## src/rtl/mult8x8_job_feeder.sv

```systemverilog
// Job sequencer: queues operand pairs, drives top_level_8x8 one job at a time and
// presents each product on a valid/ready result port. Watchdog: MULT_FEED_TIMEOUT_EN.
module mult8x8_job_feeder #(
    parameter int DEPTH   = 4,
    parameter int TIMEOUT = 15
) (
    input  logic                   clk,
    input  logic                   reset_a,
    input  logic                   in_valid,
    output logic                   in_ready,
    input  logic [7:0]             in_a,
    input  logic [7:0]             in_b,
    output logic [7:0]             mul_dataa,
    output logic [7:0]             mul_datab,
    output logic                   mul_start,
    input  logic                   mul_done,
    input  logic [15:0]            mul_product,
    output logic                   res_valid,
    input  logic                   res_ready,
    output logic [15:0]            res_product,
    output logic                   res_err,
    output logic                   busy,
    output logic [$clog2(DEPTH):0] fifo_count
);

    localparam int AW = $clog2(DEPTH);
    localparam int CW = AW + 1;
    localparam logic [AW-1:0] PTR_ONE  = AW'(1);
    localparam logic [CW-1:0] CNT_ONE  = CW'(1);
    localparam logic [CW-1:0] CNT_FULL = CW'(DEPTH);

    if (DEPTH < 2 || (DEPTH & (DEPTH - 1)) != 0 || TIMEOUT < 1) begin : g_param_illegal
    end

    typedef enum logic [1:0] {
        ST_IDLE  = 2'd0,
        ST_START = 2'd1,
        ST_WAIT  = 2'd2,
        ST_HOLD  = 2'd3
    } state_t;

    state_t          state_r;
    logic [7:0]      mem_a_r [DEPTH];
    logic [7:0]      mem_b_r [DEPTH];
    logic [AW-1:0]   wr_ptr_r;
    logic [AW-1:0]   rd_ptr_r;
    logic [CW-1:0]   count_r;
    logic [7:0]      mul_dataa_r;
    logic [7:0]      mul_datab_r;
    logic            mul_start_r;
    logic            res_valid_r;
    logic [15:0]     res_product_r;
    logic            res_err_r;
    logic            full_s;
    logic            empty_s;
    logic            push_s;
    logic            pop_s;

`ifdef MULT_FEED_TIMEOUT_EN
    localparam int WW = $clog2(TIMEOUT + 1);
    localparam logic [WW-1:0] WD_ONE  = WW'(1);
    localparam logic [WW-1:0] WD_LAST = WW'(TIMEOUT - 1);
    logic [WW-1:0]   wd_cnt_r;
`endif

    // FIFO status and pop decision; a pop only ever comes from IDLE or a completed HOLD.
    always_comb begin
        full_s  = (count_r == CNT_FULL);
        empty_s = (count_r == {CW{1'b0}});
        push_s  = in_valid && !full_s;
        case (state_r)
            ST_IDLE: pop_s = !empty_s;
            ST_HOLD: pop_s = res_valid_r && res_ready && !empty_s;
            default: pop_s = 1'b0;
        endcase
    end

    // Operand storage; contents are don't-care until written.
    always_ff @(posedge clk) begin
        if (push_s) begin
            mem_a_r[wr_ptr_r] <= in_a;
            mem_b_r[wr_ptr_r] <= in_b;
        end
    end

    // FIFO pointers and occupancy.
    always_ff @(posedge clk) begin
        if (reset_a) begin
            wr_ptr_r <= {AW{1'b0}};
            rd_ptr_r <= {AW{1'b0}};
            count_r  <= {CW{1'b0}};
        end else begin
            if (push_s) begin
                wr_ptr_r <= wr_ptr_r + PTR_ONE;
            end
            if (pop_s) begin
                rd_ptr_r <= rd_ptr_r + PTR_ONE;
            end
            case ({push_s, pop_s})
                2'b10:   count_r <= count_r + CNT_ONE;
                2'b01:   count_r <= count_r - CNT_ONE;
                default: count_r <= count_r;
            endcase
        end
    end

    // Job sequencer FSM with registered multiplier and result outputs.
    always_ff @(posedge clk) begin
        if (reset_a) begin
            state_r       <= ST_IDLE;
            mul_dataa_r   <= 8'h00;
            mul_datab_r   <= 8'h00;
            mul_start_r   <= 1'b0;
            res_valid_r   <= 1'b0;
            res_product_r <= 16'h0000;
            res_err_r     <= 1'b0;
`ifdef MULT_FEED_TIMEOUT_EN
            wd_cnt_r      <= {WW{1'b0}};
`endif
        end else begin
            // Operands move only on a pop, so they stay put from START through capture.
            mul_start_r <= pop_s;
            if (pop_s) begin
                mul_dataa_r <= mem_a_r[rd_ptr_r];
                mul_datab_r <= mem_b_r[rd_ptr_r];
            end
            case (state_r)
                ST_IDLE: begin
                    if (pop_s) begin
                        state_r <= ST_START;
                    end
                end
                ST_START: begin
                    state_r <= ST_WAIT;
`ifdef MULT_FEED_TIMEOUT_EN
                    wd_cnt_r <= {WW{1'b0}};
`endif
                end
                ST_WAIT: begin
                    if (mul_done) begin
                        res_product_r <= mul_product;
                        res_err_r     <= 1'b0;
                        res_valid_r   <= 1'b1;
                        state_r       <= ST_HOLD;
                    end
`ifdef MULT_FEED_TIMEOUT_EN
                    else if (wd_cnt_r == WD_LAST) begin
                        res_product_r <= 16'h0000;
                        res_err_r     <= 1'b1;
                        res_valid_r   <= 1'b1;
                        state_r       <= ST_HOLD;
                    end else begin
                        wd_cnt_r <= wd_cnt_r + WD_ONE;
                    end
`endif
                end
                ST_HOLD: begin
                    if (res_valid_r && res_ready) begin
                        res_valid_r <= 1'b0;
                        state_r     <= pop_s ? ST_START : ST_IDLE;
                    end
                end
                default: state_r <= ST_IDLE;
            endcase
        end
    end

    assign in_ready    = !full_s;
    assign busy        = (state_r != ST_IDLE) || !empty_s;
    assign fifo_count  = count_r;
    assign mul_dataa   = mul_dataa_r;
    assign mul_datab   = mul_datab_r;
    assign mul_start   = mul_start_r;
    assign res_valid   = res_valid_r;
    assign res_product = res_product_r;
    assign res_err     = res_err_r;

endmodule

```

## config.mk

```make
export PLATFORM = sky130hd
export DESIGN_NAME = mult8x8_job_feeder
export DESIGN_NICKNAME = d
export VERILOG_FILES = /design/src/rtl/mult8x8_job_feeder.sv
export SDC_FILE = /design/constraint.sdc
export NUM_CORES = 1
export LEC_CHECK = 0
export CORE_MARGIN = 2
export CORE_UTILIZATION = 55
export CTS_BUF_LIST = sky130_fd_sc_hd__clkbuf_8 sky130_fd_sc_hd__clkbuf_16
export CTS_CLUSTER_DIAMETER = 150
export DETAILED_ROUTE_END_ITERATION = 10
export PLACE_DENSITY = 0.84
export SKIP_LAST_GASP = 1
export SLEW_MARGIN = 20
export SYNTH_ARGS = -nofsm -noshare
export SYNTH_HDL_FRONTEND = slang
export SYNTH_SLANG_ARGS = --single-unit
export TNS_END_PERCENT = 100
```

## constraint.sdc

```tcl
create_clock -name clk -period 6.6 [get_ports clk]
set_clock_uncertainty 0.15 [all_clocks]
set_input_delay 1.32 -clock clk [delete_from_list [all_inputs] [get_ports clk]]
set_output_delay 1.32 -clock clk [all_outputs]
set_load 0.05 [all_outputs]
```

==> flow_metrics.tcl <==
set metrics [dict create \
    p_seq_share_pct 43.8 \
    yosysWarnings 0 \
    setup.worst_path.start "res_ready" \
    cts_tree "yes" \
    via_per_inst 5.21 \
    comb_power_share_pct 38.3 \
    synth.distinct_cells 33 \
    slew_headroom_pct 39.4 \
    switching_share_pct 38.5 \
    row_count 31 \
    numCtsBuffers 9 \
    drt_iter0_markers 155 \
    grt_max_degree 44 \
    drc 0 \
    p_clk_share_pct 17.9 \
    path_common_cell "or3_1" \
    synthFlopType "edfxtp_1" \
    cap_viol_max_count 0 \
    critPathArrivalTime_ns 4.19 \
    clk_pin_slew_worst_paths_ns 0.10 \
    syn2layout_area_growth_pct 24.2 \
    fmaxAchievable_mhz 247 \
    grt_overflow 0 \
    routed_wl_um 7260 \
    setup_viol 0 \
    async_flop_share_pct 0 \
    cts-htree-levels 3 \
    final_nets 418 \
    hp-start "res_product[14]" \
    post-route-period-util_pct 61.3 \
    r2r-start "state_r[0]" \
    diodes 0 \
    dp_hpwl_um 4830 \
    start_kind "input port" \
    synth_edf_count 64 \
    clock_latency_ns 0.37 \
    root_buffer "clkbuf_8" \
    cts_resized 0 \
    die_area_um2 8170 \
    postLayoutCellArea_um2 5100 \
    synth_nets 346 \
    hold_viol 0 \
    syn-mean-instance-area_um2 13.7 \
    tns_ns 0 \
    critPathKind "input port to flop" \
    ir_drop_v 0.000315 \
    synth_cells 299 \
    drive_above_1_share_pct 10.1 \
    fin_crit_ns 4.04 \
    power.switching_w 0.000796 \
    die_h_um 90.4 \
    clockBufferDepth 2 \
    syn_area_um2 4100 \
    gp_congestion 0.695 \
    ios 77 \
    worst_ep_required_time_ns 6.75 \
    grt_pass1_wl_um 11800 \
    holdBufCountCts 0 \
    cts_setup_buffers 0 \
    cp_cell_sequence "clkdlybuf4s50_1 -> a31oi_1 -> or3_1 -> inv_2 -> ha_1 -> fa_1 -> xnor2_1 -> or3_1 -> a21oi_1" \
    numPortBuffers 75 \
    placed_cell_area_um2 4910 \
    gr-usage-all-layers_pct 18.7 \
    critPathMaxFanout 18 \
    outcome "finished clean" \
    dieWidth_um 90.4 \
    antenna_found_initial 0 \
    num_vias 2475 \
    dr.pass1.iters 4 \
    power-per-cell-area_nw_per_um2 406 \
    initial_core_util_pct 56.6 \
    ys_seq_area_share_pct 67.8 \
    hold_class "flop to flop" \
    cp_slowest_cell "or3_1" \
    grt_pass1_vias 2340 \
    power.internal_w 0.00127 \
    leakage_nw 1.70 \
    coreArea_um2 7250 \
    end_kind "flop" \
    cts.sinks 107 \
    cp_slowest_stage_delay_ns 0.56 \
    wl_per_cell_um 15.3 \
    rsz0062_at_grt "false" \
    worstMarginPinSlew_ns 0.910 \
    ys_ff_latch 107 \
    drv_slew 0 \
    ant_nets 0 \
]
-- synth_stat cells, types with 2 or more instances --
library cell / number / area, um^2
or3_1: 2 / 12.5
dfxtp_1: 43 / 861
ha_1: 9 / 113
xnor2_1: 4 / 35.0
edfxtp_1: 64 / 1920
nor3_1: 2 / 10.0
buf_6: 2 / 22.5
and3_1: 4 / 25.0
and2_1: 2 / 12.5
mux4_2: 16 / 360
buf_4: 3 / 22.5
clkbuf_1: 10 / 37.5
a21oi_1: 36 / 180
nor4b_1: 2 / 17.5
inv_1: 5 / 18.8
nor2_1: 9 / 33.8
mux2i_1: 2 / 20.0
nand2_1: 69 / 259
-- logic make-up (layout without fill, tap and decap cells) --
group / after synthesis / count (layout) / share of synthesized area [%]
XOR/XNOR: 5 / 5 / 1.07
adder cells (fa/ha/maj): 10 / 10 / 3.23
flip-flops: 107 / 107 / 67.8
AO/OA/AOI/OAI: 41 / 41 / 5.46
multiplexers: 18 / 18 / 9.27
AND/OR/NAND/NOR: 95 / 95 / 10.4
buffers and inverters: 22 / 99 / 2.68
other: 1 / 1 / 0.0914
-- worst paths after layout --
check	endpoint	slack (ns)	depth (start not counted)
min reg2reg	res_product[14]	0.31	2
max	fifo_count[2]	2.56	9
max reg2reg	fifo_count[2]	3.28	10
min	res_product[14]	0.31	2
-- per-layer routing --
| metal | GRT usage, % | up-vias | wire length [um] |
|---|---|---|---|
| met2 | 31.9 | 71 | 3710 |
| met5 | 0 | - | 0 |
| met3 | 5.18 | 8 | 355 |
| met1 | 23.8 | 1189 | 3120 |
| li1 | - | 1207 | - |
| met4 | 5.00 | 0 | 69 |
-- critical path: cells and delay by family --
| family | cells | cell delay (ns) |
|---|---|---|
| and+or+nand+nor | 2 | 0.87 |
| buffers and inverters | 2 | 0.78 |
| adders and majority gates | 2 | 0.71 |
| AOI/OAI and AO/OA | 2 | 0.36 |
| xor gates and xnor gates | 1 | 0.15 |
-- metrics by stage --
stage	hold WS [ns]	setup WS [ns]	instances	utilization (%)	power [W]
2_1_floorplan	0.319	3.31	299	-	0.00149
5_1_grt	0.332	2.31	475	70.3	0.00218
4_1_cts	0.312	2.57	475	70.3	0.00209
3_5_place_dp	0.297	2.19	459	67.6	0.00172
6_report	0.308	2.56	475	70.3	0.00207
3_3_place_gp	0.291	2.28	459	67.6	0.00170
-- placed cells by master (no fill, tap or decap), types with 2 or more instances in the layout --
cell | netlist | final
a21oi_1 | 36 | 36
and2_1 | 2 | 2
and3_1 | 4 | 4
buf_4 | 3 | 2
clkbuf_8 | 0 | 9
clkdlybuf4s50_1 | 0 | 75
dfxtp_1 | 43 | 43
edfxtp_1 | 64 | 64
ha_1 | 9 | 9
inv_1 | 5 | 6
inv_6 | 0 | 2
inv_8 | 0 | 2
mux2i_1 | 2 | 2
mux4_2 | 16 | 16
nand2_1 | 69 | 69
nor2_1 | 9 | 9
nor3_1 | 2 | 2
nor4b_1 | 2 | 2
or3_1 | 2 | 2
xnor2_1 | 4 | 4
-- area by class of cell --
| cell class | instances | area [um^2] |
|---|---|---|
| flip-flops and latches | 107 | 2780 |
| fillers | 493 | 2160 |
| multi-input cells | 170 | 1210 |
| repair buffers | 77 | 766 |
| clock buffers | 9 | 124 |
| well taps | 99 | 124 |
| clock inverters | 7 | 67.6 |
| inverters | 6 | 22.5 |
-- sequential cells by signal, summed over array words and instances, names as in the netlist --
register	cells
rd_ptr_r	2
mem_a_r	32
mul_start	1
mul_datab	8
mem_b_r	32
state_r	2
mul_dataa	8
wr_ptr_r	2
fifo_count	3
res_product	16
res_valid	1
-- power groups by stage --
stage          logic [W]  registers [W]  clock network (W)
6_report        0.000793       0.000906           0.000369
5_1_grt         0.000849       0.000921           0.000409
4_1_cts         0.000803       0.000908           0.000380
3_5_place_dp    0.000800       0.000922                  0
3_3_place_gp    0.000783       0.000917                  0
2_1_floorplan   0.000368        0.00112                  0
No activity file was read; power rests on OpenSTA's default activity.
